<file path="src/rtl/risc_run_controller_if.sv">
// Bus between the run controller and the bench/processor wrapper.
// The master side drives start/abort and processor observations; the slave (controller) drives run control and status.
interface risc_run_controller_if #(
  parameter int PC_WIDTH   = 16,
  parameter int DATA_WIDTH = 16,
  parameter int CNT_WIDTH  = 32
);
  logic                  start;
  logic                  abort;
  logic [PC_WIDTH-1:0]   pc;
  logic                  mem_wr_en;
  logic [DATA_WIDTH-1:0] mem_wr_data;
  logic                  cpu_reset;
  logic                  cpu_en;
  logic                  running;
  logic                  done;
  logic [1:0]            status;
  logic [CNT_WIDTH-1:0]  cycle_count;
  logic [DATA_WIDTH-1:0] signature;

  modport master (
    output start, abort, pc, mem_wr_en, mem_wr_data,
    input  cpu_reset, cpu_en, running, done, status, cycle_count, signature
  );

  modport slave (
    input  start, abort, pc, mem_wr_en, mem_wr_data,
    output cpu_reset, cpu_en, running, done, status, cycle_count, signature
  );
endinterface

</file>
<file path="src/rtl/risc_run_controller.sv">
// Run controller for the 16-bit RISC sim flow: sequenced CPU reset, timeout, PC-stall halt detection.
// Optional memory-write signature enabled by defining RISC_RUN_SIGNATURE_EN.
module risc_run_controller #(
  parameter int PC_WIDTH       = 16,
  parameter int DATA_WIDTH     = 16,
  parameter int CNT_WIDTH      = 32,
  parameter int RESET_CYCLES   = 2,
  parameter int STALL_LIMIT    = 4,
  parameter int TIMEOUT_CYCLES = 1000
) (
  input logic                   clk,
  input logic                   reset,
  risc_run_controller_if.slave  bus
);

  localparam int SW = $clog2(STALL_LIMIT + 1);
  localparam int HW = (RESET_CYCLES > 1) ? $clog2(RESET_CYCLES) : 1;
  localparam logic [HW-1:0]        HOLD_LAST = HW'(RESET_CYCLES - 1);
  localparam logic [SW-1:0]        STALL_MAX = SW'(STALL_LIMIT);
  localparam logic [CNT_WIDTH-1:0] CNT_MAX   = CNT_WIDTH'(TIMEOUT_CYCLES);

  typedef enum logic [1:0] {IDLE, RESET_HOLD, RUN, DONE} state_t;

  state_t                state, state_nxt;
  logic [HW-1:0]         hold_cnt;
  logic [SW-1:0]         stall_cnt, stall_nxt;
  logic [PC_WIDTH-1:0]   pc_q;
  logic                  pc_valid;
  logic [CNT_WIDTH-1:0]  cycle_count_q, cnt_nxt;
  logic [1:0]            status_q, status_nxt;
  logic                  halt_hit, tmo_hit, enter_hold;
  logic                  cpu_reset_c, cpu_en_c, running_c, done_c;

  function automatic logic [SW-1:0] stall_inc(input logic [SW-1:0] v);
    return (v >= STALL_MAX) ? v : v + SW'(1);
  endfunction

  // Termination detection looks at the values the counters take on this edge.
  always_comb begin
    stall_nxt = (pc_valid && (bus.pc == pc_q)) ? stall_inc(stall_cnt) : '0;
    cnt_nxt   = cycle_count_q + CNT_WIDTH'(1);
    halt_hit  = (stall_nxt == STALL_MAX);
    tmo_hit   = (cnt_nxt == CNT_MAX);
  end

  always_ff @(posedge clk or posedge reset) begin
    if (reset) state <= IDLE;
    else       state <= state_nxt;
  end

  always_comb begin
    state_nxt   = state;
    status_nxt  = status_q;
    enter_hold  = 1'b0;
    cpu_reset_c = 1'b0;
    cpu_en_c    = 1'b0;
    running_c   = 1'b0;
    done_c      = 1'b0;
    case (state)
      IDLE: begin
        cpu_reset_c = 1'b1;
        if (bus.start) begin
          state_nxt  = RESET_HOLD;
          enter_hold = 1'b1;
          status_nxt = 2'b00;
        end
      end
      RESET_HOLD: begin
        cpu_reset_c = 1'b1;
        if (bus.abort) begin
          state_nxt  = DONE;
          status_nxt = 2'b11;
        end else if (hold_cnt == HOLD_LAST) begin
          state_nxt = RUN;
        end
      end
      RUN: begin
        cpu_en_c  = 1'b1;
        running_c = 1'b1;
        if (bus.abort) begin
          state_nxt  = DONE;
          status_nxt = 2'b11;
        end else if (halt_hit) begin
          state_nxt  = DONE;
          status_nxt = 2'b01;
        end else if (tmo_hit) begin
          state_nxt  = DONE;
          status_nxt = 2'b10;
        end
      end
      DONE: begin
        done_c = 1'b1;
        if (bus.start) begin
          state_nxt  = RESET_HOLD;
          enter_hold = 1'b1;
          status_nxt = 2'b00;
        end
      end
      default: state_nxt = IDLE;
    endcase
  end

  // Run bookkeeping: everything clears on entry to RESET_HOLD and only advances in RUN.
  always_ff @(posedge clk or posedge reset) begin
    if (reset) begin
      hold_cnt      <= '0;
      stall_cnt     <= '0;
      pc_q          <= '0;
      pc_valid      <= 1'b0;
      cycle_count_q <= '0;
      status_q      <= 2'b00;
    end else begin
      status_q <= status_nxt;
      if (enter_hold) begin
        hold_cnt      <= '0;
        stall_cnt     <= '0;
        pc_valid      <= 1'b0;
        cycle_count_q <= '0;
      end else if (state == RESET_HOLD) begin
        if (hold_cnt != HOLD_LAST) hold_cnt <= hold_cnt + HW'(1);
      end else if (state == RUN) begin
        cycle_count_q <= cnt_nxt;
        pc_q          <= bus.pc;
        pc_valid      <= 1'b1;
        stall_cnt     <= stall_nxt;
      end
    end
  end

`ifdef RISC_RUN_SIGNATURE_EN
  logic [DATA_WIDTH-1:0] sig_q;

  function automatic logic [DATA_WIDTH-1:0] sig_update(input logic [DATA_WIDTH-1:0] s,
                                                       input logic [DATA_WIDTH-1:0] d);
    return {s[DATA_WIDTH-2:0], s[DATA_WIDTH-1]} ^ d;
  endfunction

  always_ff @(posedge clk or posedge reset) begin
    if (reset)                               sig_q <= '0;
    else if (enter_hold)                     sig_q <= '0;
    else if (state == RUN && bus.mem_wr_en)  sig_q <= sig_update(sig_q, bus.mem_wr_data);
  end

  assign bus.signature = sig_q;
`else
  logic unused_sig_inputs;
  assign unused_sig_inputs = ^{bus.mem_wr_en, bus.mem_wr_data};
  assign bus.signature     = '0;
`endif

  assign bus.cpu_reset   = cpu_reset_c;
  assign bus.cpu_en      = cpu_en_c;
  assign bus.running     = running_c;
  assign bus.done        = done_c;
  assign bus.status      = status_q;
  assign bus.cycle_count = cycle_count_q;

endmodule

</file>
<file path="src/flat_wrapper.sv">
// flat-port wrapper written by rule: the top's interface ports become plain ports
module risc_run_controller_flat 
#(
  parameter int PC_WIDTH       = 16,
  parameter int DATA_WIDTH     = 16,
  parameter int CNT_WIDTH      = 32,
  parameter int RESET_CYCLES   = 2,
  parameter int STALL_LIMIT    = 4,
  parameter int TIMEOUT_CYCLES = 1000
)
  (clk, reset, bus_start, bus_abort, bus_pc, bus_mem_wr_en, bus_mem_wr_data, bus_cpu_reset, bus_cpu_en, bus_running, bus_done, bus_status, bus_cycle_count, bus_signature);
  risc_run_controller_if #(.PC_WIDTH(PC_WIDTH), .DATA_WIDTH(DATA_WIDTH), .CNT_WIDTH(CNT_WIDTH)) bus_i ();
  input logic clk;
  input logic reset;
  input wire logic [$bits(bus_i.start)-1:0] bus_start;
  input wire logic [$bits(bus_i.abort)-1:0] bus_abort;
  input wire logic [$bits(bus_i.pc)-1:0] bus_pc;
  input wire logic [$bits(bus_i.mem_wr_en)-1:0] bus_mem_wr_en;
  input wire logic [$bits(bus_i.mem_wr_data)-1:0] bus_mem_wr_data;
  output wire logic [$bits(bus_i.cpu_reset)-1:0] bus_cpu_reset;
  output wire logic [$bits(bus_i.cpu_en)-1:0] bus_cpu_en;
  output wire logic [$bits(bus_i.running)-1:0] bus_running;
  output wire logic [$bits(bus_i.done)-1:0] bus_done;
  output wire logic [$bits(bus_i.status)-1:0] bus_status;
  output wire logic [$bits(bus_i.cycle_count)-1:0] bus_cycle_count;
  output wire logic [$bits(bus_i.signature)-1:0] bus_signature;
  assign bus_i.start = bus_start;
  assign bus_i.abort = bus_abort;
  assign bus_i.pc = bus_pc;
  assign bus_i.mem_wr_en = bus_mem_wr_en;
  assign bus_i.mem_wr_data = bus_mem_wr_data;
  assign bus_cpu_reset = bus_i.cpu_reset;
  assign bus_cpu_en = bus_i.cpu_en;
  assign bus_running = bus_i.running;
  assign bus_done = bus_i.done;
  assign bus_status = bus_i.status;
  assign bus_cycle_count = bus_i.cycle_count;
  assign bus_signature = bus_i.signature;
  risc_run_controller #(.PC_WIDTH(PC_WIDTH), .DATA_WIDTH(DATA_WIDTH), .CNT_WIDTH(CNT_WIDTH), .RESET_CYCLES(RESET_CYCLES), .STALL_LIMIT(STALL_LIMIT), .TIMEOUT_CYCLES(TIMEOUT_CYCLES)) u_core (.clk(clk), .reset(reset), .bus(bus_i));
endmodule
</file>
<file path="config.mk">
export PLATFORM = sky130hd
export DESIGN_NAME = risc_run_controller_flat
export DESIGN_NICKNAME = d
export VERILOG_FILES = /design/src/rtl/risc_run_controller_if.sv /design/src/rtl/risc_run_controller.sv /design/src/flat_wrapper.sv
export SDC_FILE = /design/constraint.sdc
export NUM_CORES = 1
export LEC_CHECK = 0
export CELL_PAD_IN_SITES_DETAIL_PLACEMENT = 1
export CELL_PAD_IN_SITES_GLOBAL_PLACEMENT = 1
export CORE_MARGIN = 3
export CORE_UTILIZATION = 41
export DETAILED_ROUTE_END_ITERATION = 10
export GPL_TIMING_DRIVEN = 0
export PLACE_DENSITY = 0.95
export SLEW_MARGIN = 10
export SYNTH_ARGS = -nofsm -noshare
export SYNTH_HDL_FRONTEND = slang
export SYNTH_SLANG_ARGS = --single-unit
</file>
<file path="constraint.sdc">
create_clock -name clk -period 5.9 [get_ports clk]
set_input_delay 1.475 -clock clk [delete_from_list [all_inputs] [get_ports clk]]
set_output_delay 1.475 -clock clk [all_outputs]
set_load 0.03 [all_outputs]
</file>
After elaboration in Yosys (flattened, before gate mapping)
Index checks and enable logic that the tools add are counted.
- add/sub/neg operators: 3
- $lt $le $gt $ge: 1
- eq/ne operators: 11
- muxes and demuxes: 32
- bitwise gates (word level): 2
- reduce and logical (&&, ||, !) cells: 10
- operator list (cell ; number):
    $mux 32 ; 3
    $add 32x1->32 const B ; 1
    $eq 32x10->1 const B ; 1
    $mux 2 ; 11
    $eq 16x16->1 ; 1
    $mux 3 ; 5
    $pmux 2 s3 ; 2
    $mux 1 ; 11
    $reduce_and 3->1 ; 3
    $eq 2x2->1 const B ; 2
    $ne 2x1->1 const B ; 2
    $ne 4x2->1 const B ; 1
    $reduce_bool 2->1 ; 2
    $reduce_or 2->1 ; 2
    $add 3x1->3 const B ; 1
    $eq 3x3->1 const B ; 1
    $ge 3x3->1 const B ; 1
    $ne 3x2->1 const B ; 1
    $eq 2x1->1 const B ; 1
    $logic_not 2->1 ; 1
    $ne 2x2->1 const B ; 1
    $not 1->1 ; 2
    $reduce_and 2->1 ; 1
    $add 1x1->1 const B ; 1
    $logic_and 1x1->1 ; 1
- flip-flop bits (word level): 57
- bits of input ports: 37
- logic and storage cells: 66

Logic depth before layout (Yosys ltp)
- depth after elaboration: 7
- depth in mapped cells: 11
- mapped depth without buffers: 10

Worst setup path before layout
Ideal clock, no wire load.
- kind: input port to flip-flop
- start: in bus_pc[6]
- end: reg u_core.status_q[1] (netlist: u_core.bus.status[1])
- setup time: 0.125 ns
- arrival: 2.962 ns
- slack: 2.813 ns
- cell stages on the path: 8
- path buffers: 0
- cell sequence: xor2_1 > nor4_1 > nand2_1 > o41a_1 > nand2b_1 > o21ai_0 > a31oi_2 > mux2_4
- cells in the longest elaborated chain, start to end: 7
- elaborated cells between the ends (all ways): 9
- ends and longest elaborated chain (element ; RTL line ; RTL):
    start: declaration ; flat_wrapper.sv:17 ; input wire logic [$bits(bus_i.pc)-1:0] bus_pc;
    $eq 16x16->1 (*) ; risc_run_controller.sv:40 ; stall_nxt = (pc_valid && (bus.pc == pc_q)) ? stall_inc(stall_cnt) : '0;
    $logic_and 1x1->1 (*) ; risc_run_controller.sv:40 ;
    $mux 3 (*) ; risc_run_controller.sv:40 ;
    $eq 3x3->1 (*) ; risc_run_controller.sv:42 ; halt_hit = (stall_nxt == STALL_MAX);
    $mux 2 ; risc_run_controller.sv:83 ; end else if (halt_hit) begin
    $mux 2 ; risc_run_controller.sv:80 ; if (bus.abort) begin
    $pmux 2 s3 ; risc_run_controller.sv:59 ; case (state)
    end signal: assignment ; risc_run_controller.sv:113 ; status_q <= status_nxt;
    end: declaration ; risc_run_controller.sv:30 ; logic [1:0] status_q, status_nxt;
Mark *: on every way between the ends. The rest lies on a longest branch, timed or not.
A chain may end at the register's enable or synchronous reset.

Final worst setup path
- start: in bus_start
- end: reg u_core.cycle_count_q[13] (netlist: u_core.bus.cycle_count[13])
- cells in the longest elaborated chain, start to end: 4
- elaborated cells between the ends (all ways): 6
- ends and longest elaborated chain (element ; RTL line ; RTL):
    start: declaration ; flat_wrapper.sv:15 ; input wire logic [$bits(bus_i.start)-1:0] bus_start;
    $mux 1 (*) ; risc_run_controller.sv:62, risc_run_controller.sv:93 ;
    $mux 1 (*) ; - ;
    $ne 2x1->1 (no line) / $reduce_bool 2->1 (equally long branches) ; - ;
    $reduce_and 2->1 (no line) ; - ;
    end signal: assignment ; risc_run_controller.sv:122 ; cycle_count_q <= cnt_nxt;
    end: declaration ; risc_run_controller.sv:29 ; logic [CNT_WIDTH-1:0] cycle_count_q, cnt_nxt;
Marks and branches as above.

==> summary.md <==
| Metric | Value |
|---|---|
| Status | `complete, no violations` |
| Startpoint types | `input pin` |
| Main flop type after synthesis | `dfrtp_1` |
| Num CTS Buffers | `9` |
| Area of placed instances | `4590 µm²` |
| Worst hold-check path type | `reg -> reg` |
| Hold_buf cts | `0` |
| Gate Count Post-Synth | `416` |
| Core area | `8850 µm²` |
| Worst hold endpoint | `u_core.bus.status[0]` |
| Crit path DAT | `4.30 ns` |
| R2R depth | `9` |
| Area delta synth->final | `25.3%` |
| Vias per cell | `5.86` |
| Clock transition at path regs | `0.07 ns` |
| Post-synth EDFFs | `0` |
| Final Max Slew Viols | `0` |
| 1st-iter DRT viols | `216` |
| Sum Neg Setup Slack | `0 ns` |
| Netlist cell types | `61` |
| Avg Cell Area, Syn | `9.14 µm²` |
| Final hold violation count | `0` |
| CP required | `6.14 ns` |
| GRT Overall Usage | `0.239` |
| CP endpoint kind | `register` |
| FP Rows | `34` |
| Share of cells above drive strength 1 | `0.158` |
| Period Utilization, post-route | `0.688` |
| Die area | `10500 µm²` |
| Max-cap viol count | `0` |
| Post-CTS Setup Inserts | `0` |
| Pwr dens | `379 nW/µm²` |
| Reg2Reg Launch Point | `u_core.bus.cycle_count[1]` |
| Design area | `4770 µm²` |
| Vias in the first global route | `3904` |
| Later-pin clock latency in the skew report | `0.35 ns` |
| Die Y | `102 µm` |
| Drt pass-1 iters | `5` |
| IO Count | `91` |
| Final setup margin | `1.84 ns` |
| Final Critical Period | `4.06 ns` |
| IR drop worst, VDD | `0.149 mV` |
| Simple-gate share of the synthesized area | `0.222` |
| Wirelength, routed | `11900 µm` |
| RR Endpoint | `u_core.bus.status[1]` |
| GP Congestion | `0.894` |
| # fillers | `1049` |
| Setup CP Type | `in -> reg` |
| Longest Clk Path Bufs | `2` |
| Final setup fails | `0` |
| Multi-input gate area | `2180 µm²` |
| Flops & latches, synth | `57` |
| Largest family of logic cells by synthesized area | `simple AND/OR/NAND/NOR gates` |
| Synth Area in Compound Gates | `0.179` |
| Total number of vias | `3590` |
| Clock root buffer | `clkbuf_8` |
| Worst Hold Path Cells | `1` |
| Synth Area in XOR/XNOR | `0.0714` |
| Global-route wire length before repair | `19500 µm` |
| CTS tree | `done` |
| Pin count of the biggest net entering global routing | `33` |
| Final Net Count | `546` |
| Routed Antenna Nets | `0` |
| Post-synthesis adder-cell area fraction | `0.0296` |
| Leakage | `1.95 nW` |
| Worst hold margin | `0.496 ns` |
| Max_slew headroom | `0.512` |
| Synthesis Warnings | `0` |
| Post-placement setup slack | `1.55 ns` |
| Worst-path fanout max | `10` |
| I/O Buffers | `57` |
| Worst-margin pin slew | `0.731 ns` |
| Register area share after synthesis | `0.375` |
| Initial Util | `0.430` |
| Clk sinks | `57` |
| Fraction of synthesized area in multiplexers | `0.0539` |
| Die width | `102 µm` |
| Clk_skew | `0.00510 ns` |
| Wire per inst | `19.5 µm` |
| Hold Crit Start | `u_core.bus.status[0]` |
| H-tree levels | `3` |
| Residual DRC | `0` |
| Most frequent cells in the layout | `clkdlybuf4s50_1, dfrtp_1, o21ai_0` |
| Unrepaired setup endpoints after global routing | `no` |
| Cell area after synthesis | `3800 µm²` |
| Reg area | `1430 µm²` |
| Ant diodes | `0` |
| Reg2Reg Setup Slack | `2.64 ns` |
| Initial antenna violation count | `0` |
| GR Overflow Total | `0` |
| Ys async rst share | `1.00` |
| DPL Wire Length | `8470 µm` |
| Max Clk Rate | `246 MHz` |
| Post-CTS Resized | `0` |
==> layout make-up <==
class	count	share of cell area
Clock buffer	10	0.0289
Multi-Input combinational cell	326	0.457
Sequential cell	57	0.299
Tap cell	108	0.0284
Clock inverter	6	0.00893
Timing Repair Buffer	58	0.124
Buffer	36	0.0446
Inverter	12	0.00945
==> how the worst max path moves through the flow <==
stage,start,slack (ns),end,cells after the start
6_report,bus_start,1.84,u_core.bus.cycle_count[13],7
5_1_grt,bus_start,1.68,u_core.bus.cycle_count[16],8
4_1_cts,bus_start,1.89,u_core.bus.cycle_count[13],7
3_5_place_dp,bus_start,1.55,u_core.bus.cycle_count[17],8
3_3_place_gp,bus_start,1.64,u_core.bus.cycle_count[19],8
2_1_floorplan,bus_pc[6],2.81,u_core.bus.status[1],8
==> synthesized netlist by cell type, types with 4 or more instances <==
cell	number	area [µm²]
nor3_1	9	45.0
or3_1	4	25.0
a31oi_1	9	56.3
inv_1	12	45.0
ha_1	9	113
a21oi_1	9	45.0
buf_2	5	25.0
mux2_2	16	180
nor2_1	22	82.6
nand4_1	13	81.3
buf_4	19	143
nor4_1	5	31.3
o21ai_0	50	250
o31ai_1	10	75.1
dfrtp_1	57	1430
nand2_1	41	154
xnor2_1	13	114
clkbuf_1	12	45.0
nand3_1	18	90.1
and3_1	7	43.8
xor2_1	18	158
==> metal layers <==
metal,wire (µm),GRT usage,up-vias
met5,0,0,-
met4,293,0.0918,0
met3,627,0.0526,31
met2,6140,0.425,128
met1,4870,0.281,1789
li1,-,-,1642
==> where the power goes <==
group          switching (mW)  internal [mW]  total (mW)  leakage (nW)
clock                   0.182          0.164       0.347        0.0887
combinational           0.538          0.339       0.878          1.11
sequential             0.0944          0.488       0.583         0.744
total                   0.815          0.992        1.81          1.95
==> flip-flops by register name, indices dropped and copies added (netlist names) <==
signal / count
u_core.bus.cycle_count: 32
u_core.pc_q: 16
u_core.stall_cnt: 3
u_core.bus.status: 2
u_core.state: 2
u_core.hold_cnt: 1
u_core.pc_valid: 1
==> stage by stage <==
stage	power, mW	util	instances
6_report	1.81	0.539	613
5_1_grt	1.91	0.539	613
4_1_cts	1.81	0.539	613
3_5_place_dp	1.46	0.518	597
3_3_place_gp	1.39	0.516	596
2_1_floorplan	1.15	-	431
==> worst max-delay path, cell delays in order <==
cell             delay (ns)
clkdlybuf4s50_1        0.60
nor2b_1                0.64
nor2_1                 0.14
or3_1                  0.39
clkbuf_1               0.32
clkbuf_1               0.37
o31ai_1                0.37
==> cells by family (layout without fill, tap and decap cells) <==
group,count (synthesis),count (layout)
AND/OR/NAND/NOR,149,149
AO/OA/AOI/OAI,103,103
flip-flops,57,57
buffers and inverters,48,122
XOR/XNOR,31,31
multiplexers,18,18
adder cells (fa/ha/maj),9,9
other,1,16
No activity file was read; power rests on OpenSTA's default activity.
